[src/rtl/axi_rd_beat_collector_if.sv]
// Command, AXI R-channel and output-stream signals of the read beat collector.
// slave is the collector's view; master is the view of whatever drives it.
interface axi_rd_beat_collector_if #(
  parameter int DATA_WIDTH   = 32,
  parameter int ID_MAX_WIDTH = 16
);
  logic                    cmd_valid;
  logic                    cmd_ready;
  logic [7:0]              cmd_len;
  logic [ID_MAX_WIDTH-1:0] cmd_id;

  logic                    rvalid;
  logic                    rready;
  logic [ID_MAX_WIDTH-1:0] rid;
  logic [DATA_WIDTH-1:0]   rdata;
  logic [1:0]              rresp;
  logic                    rlast;
  logic                    ruser;

  logic                    out_valid;
  logic                    out_ready;
  logic [DATA_WIDTH-1:0]   out_data;
  logic                    out_last;

  modport slave (
    input  cmd_valid, cmd_len, cmd_id,
    input  rvalid, rid, rdata, rresp, rlast, ruser,
    input  out_ready,
    output cmd_ready, rready, out_valid, out_data, out_last
  );

  modport master (
    output cmd_valid, cmd_len, cmd_id,
    output rvalid, rid, rdata, rresp, rlast, ruser,
    output out_ready,
    input  cmd_ready, rready, out_valid, out_data, out_last
  );
endinterface

[src/rtl/axi_rd_beat_collector.sv]
// AXI R-channel burst collector: checks beats against the command, buffers them, streams them out.
// Latency: accepted beat visible on out one cycle later; rready drops only on a registered-full FIFO.

module axi_rd_beat_collector_fifo #(
  parameter int WIDTH = 33,
  parameter int DEPTH = 8
) (
  input  logic             clk,
  input  logic             rst,
  input  logic             push,
  input  logic [WIDTH-1:0] push_dat,
  input  logic             pop,
  output logic             full,
  output logic             not_empty,
  output logic [WIDTH-1:0] head_dat
);
  localparam int AW = $clog2(DEPTH);
  localparam logic [AW:0] FULL_CNT = (AW+1)'(DEPTH);

  logic [WIDTH-1:0] mem [DEPTH];
  logic [AW-1:0]    wr_ptr;
  logic [AW-1:0]    rd_ptr;
  logic [AW:0]      count;
  logic             do_push;
  logic             do_pop;

  assign full      = (count == FULL_CNT);
  assign not_empty = (count != '0);
  assign do_push   = push && !full;
  assign do_pop    = pop && not_empty;
  assign head_dat  = mem[rd_ptr];

  // Power-of-two depth lets the pointers wrap by natural overflow.
  always_ff @(posedge clk) begin
    if (rst) begin
      wr_ptr <= '0;
      rd_ptr <= '0;
      count  <= '0;
    end else begin
      if (do_push) wr_ptr <= wr_ptr + 1'b1;
      if (do_pop)  rd_ptr <= rd_ptr + 1'b1;
      if (do_push && !do_pop)      count <= count + 1'b1;
      else if (!do_push && do_pop) count <= count - 1'b1;
    end
  end

  always_ff @(posedge clk) begin
    if (do_push) mem[wr_ptr] <= push_dat;
  end
endmodule

module axi_rd_beat_collector #(
  parameter int DATA_WIDTH   = 32,
  parameter int ID_MAX_WIDTH = 16,
  parameter int FIFO_DEPTH   = 8
) (
  input  logic                     clk,
  input  logic                     rst,
  axi_rd_beat_collector_if.slave   bus,
  output logic                     burst_done,
  output logic                     err_resp,
  output logic                     err_id,
  output logic                     err_last,
  input  logic                     err_clr
);
  typedef enum logic {IDLE = 1'b0, RECV = 1'b1} state_t;

  state_t                  state;
  state_t                  state_nxt;
  logic [7:0]              len;
  logic [ID_MAX_WIDTH-1:0] id;
  logic [7:0]              beat_cnt;

  logic                    beat_acc;
  logic                    is_last;
  logic                    fifo_full;
  logic                    fifo_vld;
  logic [DATA_WIDTH:0]     fifo_head;
  logic                    set_resp;
  logic                    set_id;
  logic                    set_last;
  logic                    unused_ruser;

  assign unused_ruser = bus.ruser;
  assign is_last      = (beat_cnt == len);
  assign beat_acc     = bus.rvalid && bus.rready;

  always_comb begin
    state_nxt     = state;
    bus.cmd_ready = 1'b0;
    bus.rready    = 1'b0;
    case (state)
      IDLE: begin
        bus.cmd_ready = 1'b1;
        if (bus.cmd_valid) state_nxt = RECV;
      end
      RECV: begin
        bus.rready = !fifo_full;
        if (beat_acc && is_last) state_nxt = IDLE;
      end
      default: state_nxt = IDLE;
    endcase
  end

  always_ff @(posedge clk) begin
    if (rst) begin
      state    <= IDLE;
      len      <= '0;
      id       <= '0;
      beat_cnt <= '0;
    end else begin
      state <= state_nxt;
      if (state == IDLE && bus.cmd_valid) begin
        len      <= bus.cmd_len;
        id       <= bus.cmd_id;
        beat_cnt <= '0;
      end else if (beat_acc && !is_last) begin
        beat_cnt <= beat_cnt + 1'b1;
      end
    end
  end

  assign set_resp = beat_acc && (bus.rresp != 2'b00);
  assign set_id   = beat_acc && (bus.rid != id);
  assign set_last = beat_acc && (bus.rlast != is_last);

  // A new error in the same cycle as err_clr keeps the flag set.
  always_ff @(posedge clk) begin
    if (rst) begin
      burst_done <= 1'b0;
      err_resp   <= 1'b0;
      err_id     <= 1'b0;
      err_last   <= 1'b0;
    end else begin
      burst_done <= beat_acc && is_last;
      err_resp   <= set_resp || (err_resp && !err_clr);
      err_id     <= set_id   || (err_id   && !err_clr);
      err_last   <= set_last || (err_last && !err_clr);
    end
  end

  axi_rd_beat_collector_fifo #(
    .WIDTH (DATA_WIDTH + 1),
    .DEPTH (FIFO_DEPTH)
  ) u_fifo (
    .clk       (clk),
    .rst       (rst),
    .push      (beat_acc),
    .push_dat  ({bus.rdata, is_last}),
    .pop       (bus.out_ready),
    .full      (fifo_full),
    .not_empty (fifo_vld),
    .head_dat  (fifo_head)
  );

  assign bus.out_valid = fifo_vld;
  assign bus.out_data  = fifo_head[DATA_WIDTH:1];
  assign bus.out_last  = fifo_head[0];
endmodule

[src/flat_wrapper.sv]
// flat-port wrapper written by rule: the top's interface ports become plain ports
module axi_rd_beat_collector_flat 
#(
  parameter int DATA_WIDTH   = 32,
  parameter int ID_MAX_WIDTH = 16,
  parameter int FIFO_DEPTH   = 8
)
  (clk, rst, burst_done, err_resp, err_id, err_last, err_clr, bus_cmd_valid, bus_cmd_len, bus_cmd_id, bus_rvalid, bus_rid, bus_rdata, bus_rresp, bus_rlast, bus_ruser, bus_out_ready, bus_cmd_ready, bus_rready, bus_out_valid, bus_out_data, bus_out_last);
  axi_rd_beat_collector_if #(.DATA_WIDTH(DATA_WIDTH), .ID_MAX_WIDTH(ID_MAX_WIDTH)) bus_i ();
  input  logic clk;
  input  logic rst;
  output logic burst_done;
  output logic err_resp;
  output logic err_id;
  output logic err_last;
  input  logic err_clr;
  input wire logic [$bits(bus_i.cmd_valid)-1:0] bus_cmd_valid;
  input wire logic [$bits(bus_i.cmd_len)-1:0] bus_cmd_len;
  input wire logic [$bits(bus_i.cmd_id)-1:0] bus_cmd_id;
  input wire logic [$bits(bus_i.rvalid)-1:0] bus_rvalid;
  input wire logic [$bits(bus_i.rid)-1:0] bus_rid;
  input wire logic [$bits(bus_i.rdata)-1:0] bus_rdata;
  input wire logic [$bits(bus_i.rresp)-1:0] bus_rresp;
  input wire logic [$bits(bus_i.rlast)-1:0] bus_rlast;
  input wire logic [$bits(bus_i.ruser)-1:0] bus_ruser;
  input wire logic [$bits(bus_i.out_ready)-1:0] bus_out_ready;
  output wire logic [$bits(bus_i.cmd_ready)-1:0] bus_cmd_ready;
  output wire logic [$bits(bus_i.rready)-1:0] bus_rready;
  output wire logic [$bits(bus_i.out_valid)-1:0] bus_out_valid;
  output wire logic [$bits(bus_i.out_data)-1:0] bus_out_data;
  output wire logic [$bits(bus_i.out_last)-1:0] bus_out_last;
  assign bus_i.cmd_valid = bus_cmd_valid;
  assign bus_i.cmd_len = bus_cmd_len;
  assign bus_i.cmd_id = bus_cmd_id;
  assign bus_i.rvalid = bus_rvalid;
  assign bus_i.rid = bus_rid;
  assign bus_i.rdata = bus_rdata;
  assign bus_i.rresp = bus_rresp;
  assign bus_i.rlast = bus_rlast;
  assign bus_i.ruser = bus_ruser;
  assign bus_i.out_ready = bus_out_ready;
  assign bus_cmd_ready = bus_i.cmd_ready;
  assign bus_rready = bus_i.rready;
  assign bus_out_valid = bus_i.out_valid;
  assign bus_out_data = bus_i.out_data;
  assign bus_out_last = bus_i.out_last;
  axi_rd_beat_collector #(.DATA_WIDTH(DATA_WIDTH), .ID_MAX_WIDTH(ID_MAX_WIDTH), .FIFO_DEPTH(FIFO_DEPTH)) u_core (.clk(clk), .rst(rst), .bus(bus_i), .burst_done(burst_done), .err_resp(err_resp), .err_id(err_id), .err_last(err_last), .err_clr(err_clr));
endmodule
[config.mk]
export PLATFORM = sky130hd
export DESIGN_NAME = axi_rd_beat_collector_flat
export DESIGN_NICKNAME = d
export VERILOG_FILES = /design/src/rtl/axi_rd_beat_collector_if.sv /design/src/rtl/axi_rd_beat_collector.sv /design/src/flat_wrapper.sv
export SDC_FILE = /design/constraint.sdc
export NUM_CORES = 1
export LEC_CHECK = 0
export ABC_AREA = 1
export CAP_MARGIN = 0
export CORE_ASPECT_RATIO = 0.5
export CORE_MARGIN = 8
export CORE_UTILIZATION = 57
export DETAILED_ROUTE_END_ITERATION = 10
export MAX_ROUTING_LAYER = met4
export PLACE_DENSITY_LB_ADDON = 0.3
export SETUP_SLACK_MARGIN = 0.5
export SLEW_MARGIN = 0
export SYNTH_ARGS = -nofsm -noshare
export SYNTH_HDL_FRONTEND = slang
export SYNTH_SLANG_ARGS = --single-unit
[constraint.sdc]
create_clock -name clk -period 3.4 [get_ports clk]
set_clock_uncertainty 0.05 [all_clocks]
set_input_delay 0.34 -clock clk [delete_from_list [all_inputs] [get_ports clk]]
set_output_delay 0.34 -clock clk [all_outputs]
set_load 0.005 [all_outputs]
# Yosys cells after proc, flatten, opt, wreduce, memory -nomap -nowiden
# Memory sizes are Yosys's and may differ from the RTL's. A register that Yosys moved wholly into a read port is not among the register bits.
# Cells that the tools add are included.
# totals
input_bits	82
n_memories	1
reg_bits	47
ram_bits	264
# classes
bitwise	1
reduce_logical	26
eq_ne	4
n_mux	11
n_addsub	5
# mem_list
name	words	width	rd	rd_clocked_by_memory_dff	wr	line_no	text
u_core.u_fifo.mem	8	33	1	1	1	axi_rd_beat_collector.sv:20	logic [WIDTH-1:0] mem [DEPTH];
# op_table
cell	count
inequality test 16 bit	1
logical AND 1 bit	14
adder 8 x 1 -> 8 bit, second input constant	1
== test 8 bit	1
two-way mux 4 bit	2
adder 3 x 1 -> 3 bit, second input constant	2
two-way mux 1 bit	6
two-way mux 3 bit	2
zero test 1 bit	5
adder 4 x 1 -> 4 bit, second input constant	1
== test 4 bit, second input constant	1
nonzero test 2 bit	2
nonzero test 4 bit	1
subtractor 4 x 1 -> 4 bit, second input constant	1
logical OR 1 bit	3
one-hot mux 1 bit (2 select lines)	1
OR reduction 2 bit	1
inequality test 1 bit	1
NOT 1 bit	1

# Depth between registers and ports, before layout
# Gate-level depths: netlist of run 1.
# depth
word_depth	9
depth_mapped	18
depth_no_buf	17

# By module
# From an unflattened synthesis of run 1, not the netlist that was laid out.
# unflattened
hier_cells	1223
area_unflattened_um2	13060.0
# by_module_without_submodules
module	cells_each	n_inst	seq_area_each_um2	area_each_um2
axi_rd_beat_collector_fifo	975	1	8187.9	11184.5
axi_rd_beat_collector	248	1	740.7	1875.5

# Least setup slack after synthesis of run 1
# No wires, ideal clock.
# synth_path
kind	reg2reg
startpoint	register u_core.u_fifo.count[0]
endpoint	memory u_core.u_fifo.mem[1][0], enable pin
path_slack_ps	511
arrival_ps	2416
path_stages_with_launch	9
n_path_buf	0
required_ps	2927
setup_time_ps	423
path_cell_list	dfxtp_1 -> nor2_1 -> nand2_1 -> nand2_1 -> nor2_4 -> inv_1 -> nor2_1 -> inv_1 -> nor2_1
# synth_via
elab_chain_len	7
# synth_rtl
item	line_no	text
start, declared	axi_rd_beat_collector.sv:23	logic [AW:0] count;
start signal, assigned	axi_rd_beat_collector.sv:42	if (do_push && !do_pop) count <= count + 1'b1;
start signal, assigned	axi_rd_beat_collector.sv:43	else if (!do_push && do_pop) count <= count - 1'b1;
== test 4 bit *	axi_rd_beat_collector.sv:27	assign full = (count == FULL_CNT);
zero test 1 bit *	axi_rd_beat_collector.sv:29, axi_rd_beat_collector.sv:98	
two-way mux 1 bit	axi_rd_beat_collector.sv:92	case (state)
logical AND 1 bit	axi_rd_beat_collector.sv:86	assign beat_acc = bus.rvalid && bus.rready;
logical AND 1 bit *	axi_rd_beat_collector.sv:29	assign do_push = push && !full;
two-way mux 1 bit *	axi_rd_beat_collector.sv:48	if (do_push) mem[wr_ptr] <= push_dat;
two-way mux 1 bit (not written as such) *	axi_rd_beat_collector.sv:48	
end, declared	axi_rd_beat_collector.sv:20	
# Mark *: on every way between the ends. The rest lies on a longest branch, timed or not.

==> flow_summary.yaml, run 1 <==
status:
  status: "finished, final reports clean"
floorplanning:
  start_util: 0.583
  coreArea_sq_um: 21800
  die_area_sq_um: 27600
  die_y_microns: 121
  die_w_microns: 227
  io_pins: 122
  rows: 38
worst_setup_path:
  startpoint_type: "flip-flop"
  arrival_ns: 2.46
  r2r_end: "u_core.u_fifo.count[3]"
  crit_type: "reg2out"
  worst-path-buf-inv: 4
  end_kind: "primary output"
  reg2reg_slack_ns: 0.89
  worstRegToRegCells: 16
  worst_path_max_delay_cell: "clkdlybuf4s50_1"
  cp_top_family: "buffers and inverters"
  critPathMaxStageDelay_ns: 0.53
  cpMostUsedCell: "nand2_1"
  r2r_start: "u_core.u_fifo.count[0]"
  required_ns: 3.01
  worstPathMaxFanout: 21
  crit_chain: "buf_6, inv_8, buf_16, nor2_1, o32ai_1, nand2_1, nand2_1, clkdlybuf4s50_1"
clock_network:
  ctsHoldBuffers: 0
  numCtsBuffers: 27
  clk_pin_slew_ns: 0.07
  cts_tree: "done"
  clock_sinks: 314
  clkLatencyLatePin_ns: 0.52
  clk_path_buf_depth: 3
  htreeDepth: 1
  root_buffer: "clkbuf_16"
timing:
  hold_violations: 0
  setup_viol: 0
  rsz0062_at_grt: "no"
  fin_setup_tns_ns: 0
  fin_ws_ns: 0.550
  max-slew-margin-rel: 0.466
  slew_viol_final: 0
  worstMarginPinSlew_ns: 0.800
  period_share: 0.838
  period_needed_ns: 2.85
  max_freq_mhz: 351
grt:
  grt_start_max_net_pins: 49
  grt_pass1_wl_microns: 45200
  first_global_vias: 8719
  antenna_found_initial: 1
  grt_overflow: 0
  grt_usage: 0.213
placed_design:
  dp_hpwl_microns: 15600
  place_ws_ns: 0.665
  place_congestion: 0.814
  io_buffer_count: 120
power:
  p_leak_nw: 5.51
  ir_worst_vdd_mv: 0.329
  p_per_area_nw_per_um2: 675
routing:
  wire_per_inst_microns: 19.6
  avgViaCountPerCell: 5.75
  firstDrtPassIters: 5
  totalWireLength_microns: 30300
  route.detailed.drc: 0
  antenna_left: 0
  drtIter0Drc: 951
  via_count: 8863
synth:
  synthesis.nets: 1187
  synth_seq_area_share: 0.704
  synth_warnings: 0
  syn_inst: 1098
  syn_area_sq_um: 12700
  synth-seq-cells: 314
  synth.distinct_cells: 23
  syn_area_per_cell_sq_um: 11.6
hold_path:
  hold_start: "bus_cmd_id[7]"
  min_to: "u_core.id[7]"
  min_delay_path_depth: 3
  hold_path.class: "in2reg"
cells_and_area:
  nets: 1311
  area_delta_synth_final_pct: 22.0
  drive_above_1_share: 0.0749
run:
  cap_violations: 0
-- cell families after synthesis --
kind of cell             after synthesis  share of synthesized area
AND/OR/NAND/NOR                      457                      0.138
buffers and inverters                107                     0.0410
adder cells (fa/ha/maj)                7                    0.00749
AO/OA/AOI/OAI                        192                     0.0953
flip-flops                           314                      0.704
XOR/XNOR                              21                     0.0145
-- where the power goes --
group / internal [W] / switching [W]
logic: 0.00128 / 0.00154
clock network: 0.00190 / 0.00133
registers: 0.00429 / 0.000105
total: 0.00747 / 0.00297
-- metrics by stage --
stage          cell area, sq um  total power [W]  cells   util  hold WS, ns
2_1_floorplan             12700          0.00593   1098      -        0.362
3_3_place_gp              14300          0.00679   1480  0.654        0.384
3_5_place_dp              14300          0.00689   1480  0.654        0.392
4_1_cts                   15300           0.0103   1533  0.702        0.386
5_1_grt                   15500           0.0109   1542  0.711        0.418
6_report                  15500           0.0104   1542  0.711        0.396
-- what timing repair did --
| item | CTS | global route |
|---|---|---|
| gates cloned | 1 | 2 |
| endpoints found under the setup margin | 33 | 31 |
| gates resized for setup | 4 | 14 |
| buffers inserted | 4 | 6 |
| endpoints found under the hold margin | 0 | 0 |
| pin swaps | 0 | 0 |
-- synth_stat cells --
master | count | area share
o21ai_0 | 100 | 0.039
dfxtp_1 | 50 | 0.079
a21oi_1 | 26 | 0.010
inv_4 | 1 | 0.00049
nor3_1 | 3 | 0.0012
buf_2 | 9 | 0.0036
buf_4 | 7 | 0.0041
inv_1 | 47 | 0.014
buf_8 | 1 | 0.0012
edfxtp_1 | 264 | 0.62
buf_6 | 9 | 0.0080
o32ai_1 | 66 | 0.046
ha_1 | 6 | 0.0059
nand2_1 | 171 | 0.051
nor2_1 | 265 | 0.078
nand3_1 | 15 | 0.0059
clkbuf_1 | 30 | 0.0089
buf_1 | 3 | 0.00089
xnor2_1 | 3 | 0.0021
nand4_1 | 2 | 0.00099
nor2_4 | 1 | 0.00089
fa_1 | 1 | 0.0016
xor2_1 | 18 | 0.012
-- cell usage in the layout (no fill, tap or decap), drive strengths merged --
master         instances
nand3                 15
inv                   48
clkinv                11
o32ai                 66
bufinv                 6
fa                     1
a21oi                 26
diode                  1
nand4                  2
ha                     6
nor2                 266
xor2                  18
o21ai                100
clkinvlp               1
dfxtp                 50
clkbuf                32
nor3                   3
clkdlybuf4s50        120
nand2                171
edfxtp               264
xnor2                  3
buf                   32
-- worst min-delay path, stage by stage --
cell	delay, ns
clkdlybuf4s50_1	0.45
o21ai_0	0.07
nor2_1	0.08
-- cell type report --
class                   count  area, sq um
flip-flops and latches    314         8940
fillers                  1449         6300
multi-input cells         677         3350
repair buffers            154         1700
clock buffers              30          687
well taps                 300          375
clock inverters            18          234
inverters                  48          188
diodes                      1         2.50
-- how the worst max path moves through the flow --
stage / startpoint / end / slack [ns] / cells past startpoint
floorplan: u_core.u_fifo.count[0] / u_core.u_fifo.mem[1][0] / 0.51 / 8
global placement: flip-flop / bus_out_data[14] / 0.77 / 6
detailed placement: flip-flop / bus_out_data[14] / 0.66 / 6
CTS: flip-flop / bus_out_data[14] / 0.47 / 6
global route: flip-flop / bus_out_data[30] / 0.48 / 8
finish: flip-flop / bus_out_data[29] / 0.55 / 8
-- metal layers --
| layer | track usage | vias up | share of wire | routed length [microns] |
|---|---|---|---|---|
| met5 | - | - | 0 | 0 |
| met4 | 0.0535 | 0 | 0.017 | 516 |
| met3 | 0.0379 | 52 | 0.085 | 2560 |
| met2 | 0.348 | 433 | 0.48 | 14600 |
| met1 | 0.278 | 4282 | 0.42 | 12600 |
| li1 | - | 4096 | - | - |
-- sequential cells by signal, summed over array words and instances (netlist names), named ones only --
name and cells:
u_core.state 1, u_core.beat_cnt 8, u_core.u_fifo.mem 264, u_core.id 16
u_core.err_last 1, u_core.burst_done 1, u_core.u_fifo.rd_ptr 3, u_core.u_fifo.wr_ptr 3
u_core.err_resp 1, u_core.len 8, u_core.u_fifo.count 4, u_core.err_id 1
No activity file was read; power rests on OpenSTA's default activity.
==> run 2, diff against run 1 <==
CORE_UTILIZATION = 51   (was 57)
clock period = 2.3 ns   (was 3.4 ns; I/O delays follow)
==> run 2 against run 1 <==
The flow now finishes with violations (negative setup slack). Sequential share of layout area decreased by 9.5 points. Sequential power increased by 48%. Utilization increased by 5.6 points. Power increased by 77%. Critical path type unchanged.
==> flow_summary.yaml, run 2 (synthesis gave the netlist of run 1 again) <==
floorplanning:
  start_util: 0.524
  io_pins: 122
  coreArea_sq_um: 24200
  die_y_microns: 128
  die_w_microns: 239
  rows: 40
  die_area_sq_um: 30500
cells_and_area:
  largest_reg_flops: 264
  utilization: 0.766
  nets: 1434
  area_delta_synth_final_pct: 46.3
  fillers: 1247
  drive_above_1_share: 0.301
  mostFrequentLayoutCells: "264 x edfxtp_1, 186 x nor2_1, 156 x nand2_1"
  reg_top3: "u_core.u_fifo.mem (264), u_core.id (16)"
  top_register: "u_core.u_fifo.mem"
  final_common_cell: "edfxtp_1"
worst_setup_path:
  required_ns: 2.02
  crit_type: "reg2out"
  end_kind: "primary output"
  r2r_end: "u_core.u_fifo.mem[5][26]"
  arrival_ns: 2.20
  crit_chain: "buf_12, buf_16, buf_4, nor2_1, o32ai_2, nand2_1, nand2_2, buf_6"
  startpoint_type: "flip-flop"
  worst-path-buf-inv: 4
  worstRegToRegCells: 14
  worst_path_max_delay_cell: "dfxtp_4"
  r2r_start: "u_core.u_fifo.count[3]"
  reg2reg_slack_ns: 0.26
  worstPathMaxFanout: 8
  critPathMaxStageDelay_ns: 0.42
  cp_top_family: "buffers and inverters"
routing:
  via_count: 10600
  drtIter0Drc: 1605
  route.detailed.drc: 0
  antenna_left: 0
  firstDrtPassIters: 8
  avgViaCountPerCell: 6.24
  wire_per_inst_microns: 27.2
  totalWireLength_microns: 46300
clock_network:
  clock_sinks: 314
  numCtsBuffers: 28
  clkLatencyLatePin_ns: 0.56
  htreeDepth: 1
  cts_tree: "done"
  clk_path_buf_depth: 3
  clk_pin_slew_ns: 0.08
  root_buffer: "clkbuf_16"
power:
  switching_power_w: 0.00608
  p_int_w: 0.0124
  switching_share: 0.328
  p_per_area_nw_per_um2: 998
  clkPwrFrac: 0.269
  comb_power_share: 0.380
  ir_worst_vdd_mv: 0.537
  seqPwrFrac: 0.351
  p_leak_nw: 6.75
grt:
  grt_start_max_net_pins: 45
  grt_pass1_wl_microns: 54600
  first_global_vias: 9650
  antenna_found_initial: 1
  grt_usage: 0.237
  grt_overflow: 0
timing:
  hold_violations: 0
  worstMarginPinSlew_ns: 0.400
  max_freq_mhz: 404
  fin_ws_ns: -0.178
  slew_viol_final: 0
  max-slew-margin-rel: 0.731
  rsz0062_at_grt: "yes"
  period_needed_ns: 2.48
  period_share: 1.08
  fin_setup_tns_ns: -2.76
  setup_viol: 28
status:
  violations: "negative setup slack"
  status: "finished with violations"
hold_path:
  min_delay_path_depth: 3
  hold_start: "bus_cmd_id[14]"
  hold_path.class: "in2reg"
  min_to: "u_core.id[14]"
run:
  cap_violations: 0
placed_design:
  dp_hpwl_microns: 16800
  io_buffer_count: 120
  place_congestion: 0.809
## run 2: changes by cell type in the layout (fill, tap and decap cells not counted), moves of 36 or more
cell             change
nor2_1              -71
nor2_2              +46
o21ai_0             -46
o32ai_2             +47
o32ai_1             -49
clkdlybuf4s50_1     -36
## run 2: per-stage QoR
step | setup slack (ns) | hold slack [ns] | area [sq um] | power, W | cells
2_1_floorplan | 0.339 | 0.279 | 12800 | 0.00884 | 1098
3_3_place_gp | 0.154 | 0.387 | 14600 | 0.0103 | 1526
3_5_place_dp | 0.145 | 0.389 | 14600 | 0.0105 | 1526
4_1_cts | -0.0496 | 0.226 | 17000 | 0.0166 | 1648
5_1_grt | -0.239 | 0.235 | 18600 | 0.0190 | 1703
6_report | -0.178 | 0.244 | 18600 | 0.0185 | 1703
## run 2: per-layer routing
layer / vias up / GRT usage / share of wire
li1: 4371 / - / -
met1: 5083 / 0.290 / 0.35
met2: 931 / 0.389 / 0.46
met3: 250 / 0.0532 / 0.12
met4: 0 / 0.0847 / 0.058
met5: - / - / 0
## run 2: what timing repair did
item	4_1_cts	5_1_grt
hold buffers	0	0
gates cloned	24	28
pin swaps	62	82
setup endpoints to repair	246	321
gates resized for setup	294	161
buffers inserted	47	26
endpoints found under the hold margin	0	0
## run 2: tightest hold or removal path, delay by kind of cell
| kind | cells | cell delay [ns] |
|---|---|---|
| buffers and inverters | 1 | 0.39 |
| AND/OR/NAND/NOR | 1 | 0.04 |
| AO/OA/AOI/OAI | 1 | 0.15 |
## run 2: how the worst max path moves through the flow
stage | endpoint | cells after the start | startpoint
floorplan | u_core.u_fifo.count[3] | 16 | u_core.u_fifo.count[1]
global placement | u_core.u_fifo.count[3] | 15 | bus_rvalid
detailed placement | u_core.u_fifo.count[3] | 15 | bus_rvalid
CTS | bus_out_data[13] | 8 | flip-flop
global route | bus_out_data[27] | 9 | flip-flop
finish | bus_out_data[0] | 8 | flip-flop
## run 2: cell type report
| class | count | area (sq um) | area share |
|---|---|---|---|
| multi-input cells | 677 | 4210 | 0.227 |
| repair inverters | 1 | 16.3 | 0.000876 |
| repair buffers | 275 | 3830 | 0.206 |
| well taps | 336 | 420 | 0.0226 |
| clock inverters | 17 | 200 | 0.0108 |
| clock buffers | 34 | 733 | 0.0395 |
| inverters | 48 | 205 | 0.0111 |
| diodes | 1 | 2.50 | 0.000135 |
| flip-flops and latches | 314 | 8950 | 0.482 |
## run 2: power by group through the flow
| stage | clock network [W] | logic (W) | registers [W] |
|---|---|---|---|
| after CTS | 0.00483 | 0.00526 | 0.00650 |
| final | 0.00498 | 0.00704 | 0.00651 |
| after global placement | 0 | 0.00367 | 0.00663 |
| after floorplan | 0 | 0.00229 | 0.00656 |
| after detailed placement | 0 | 0.00381 | 0.00664 |
| after global routing | 0.00517 | 0.00731 | 0.00652 |
==> run 3, diff against run 2 <==
GPL_ROUTABILITY_DRIVEN = 1   (was not set)
==> results of run 3 <==
The final DEF is identical to that of run 2; final timing and power are the same.
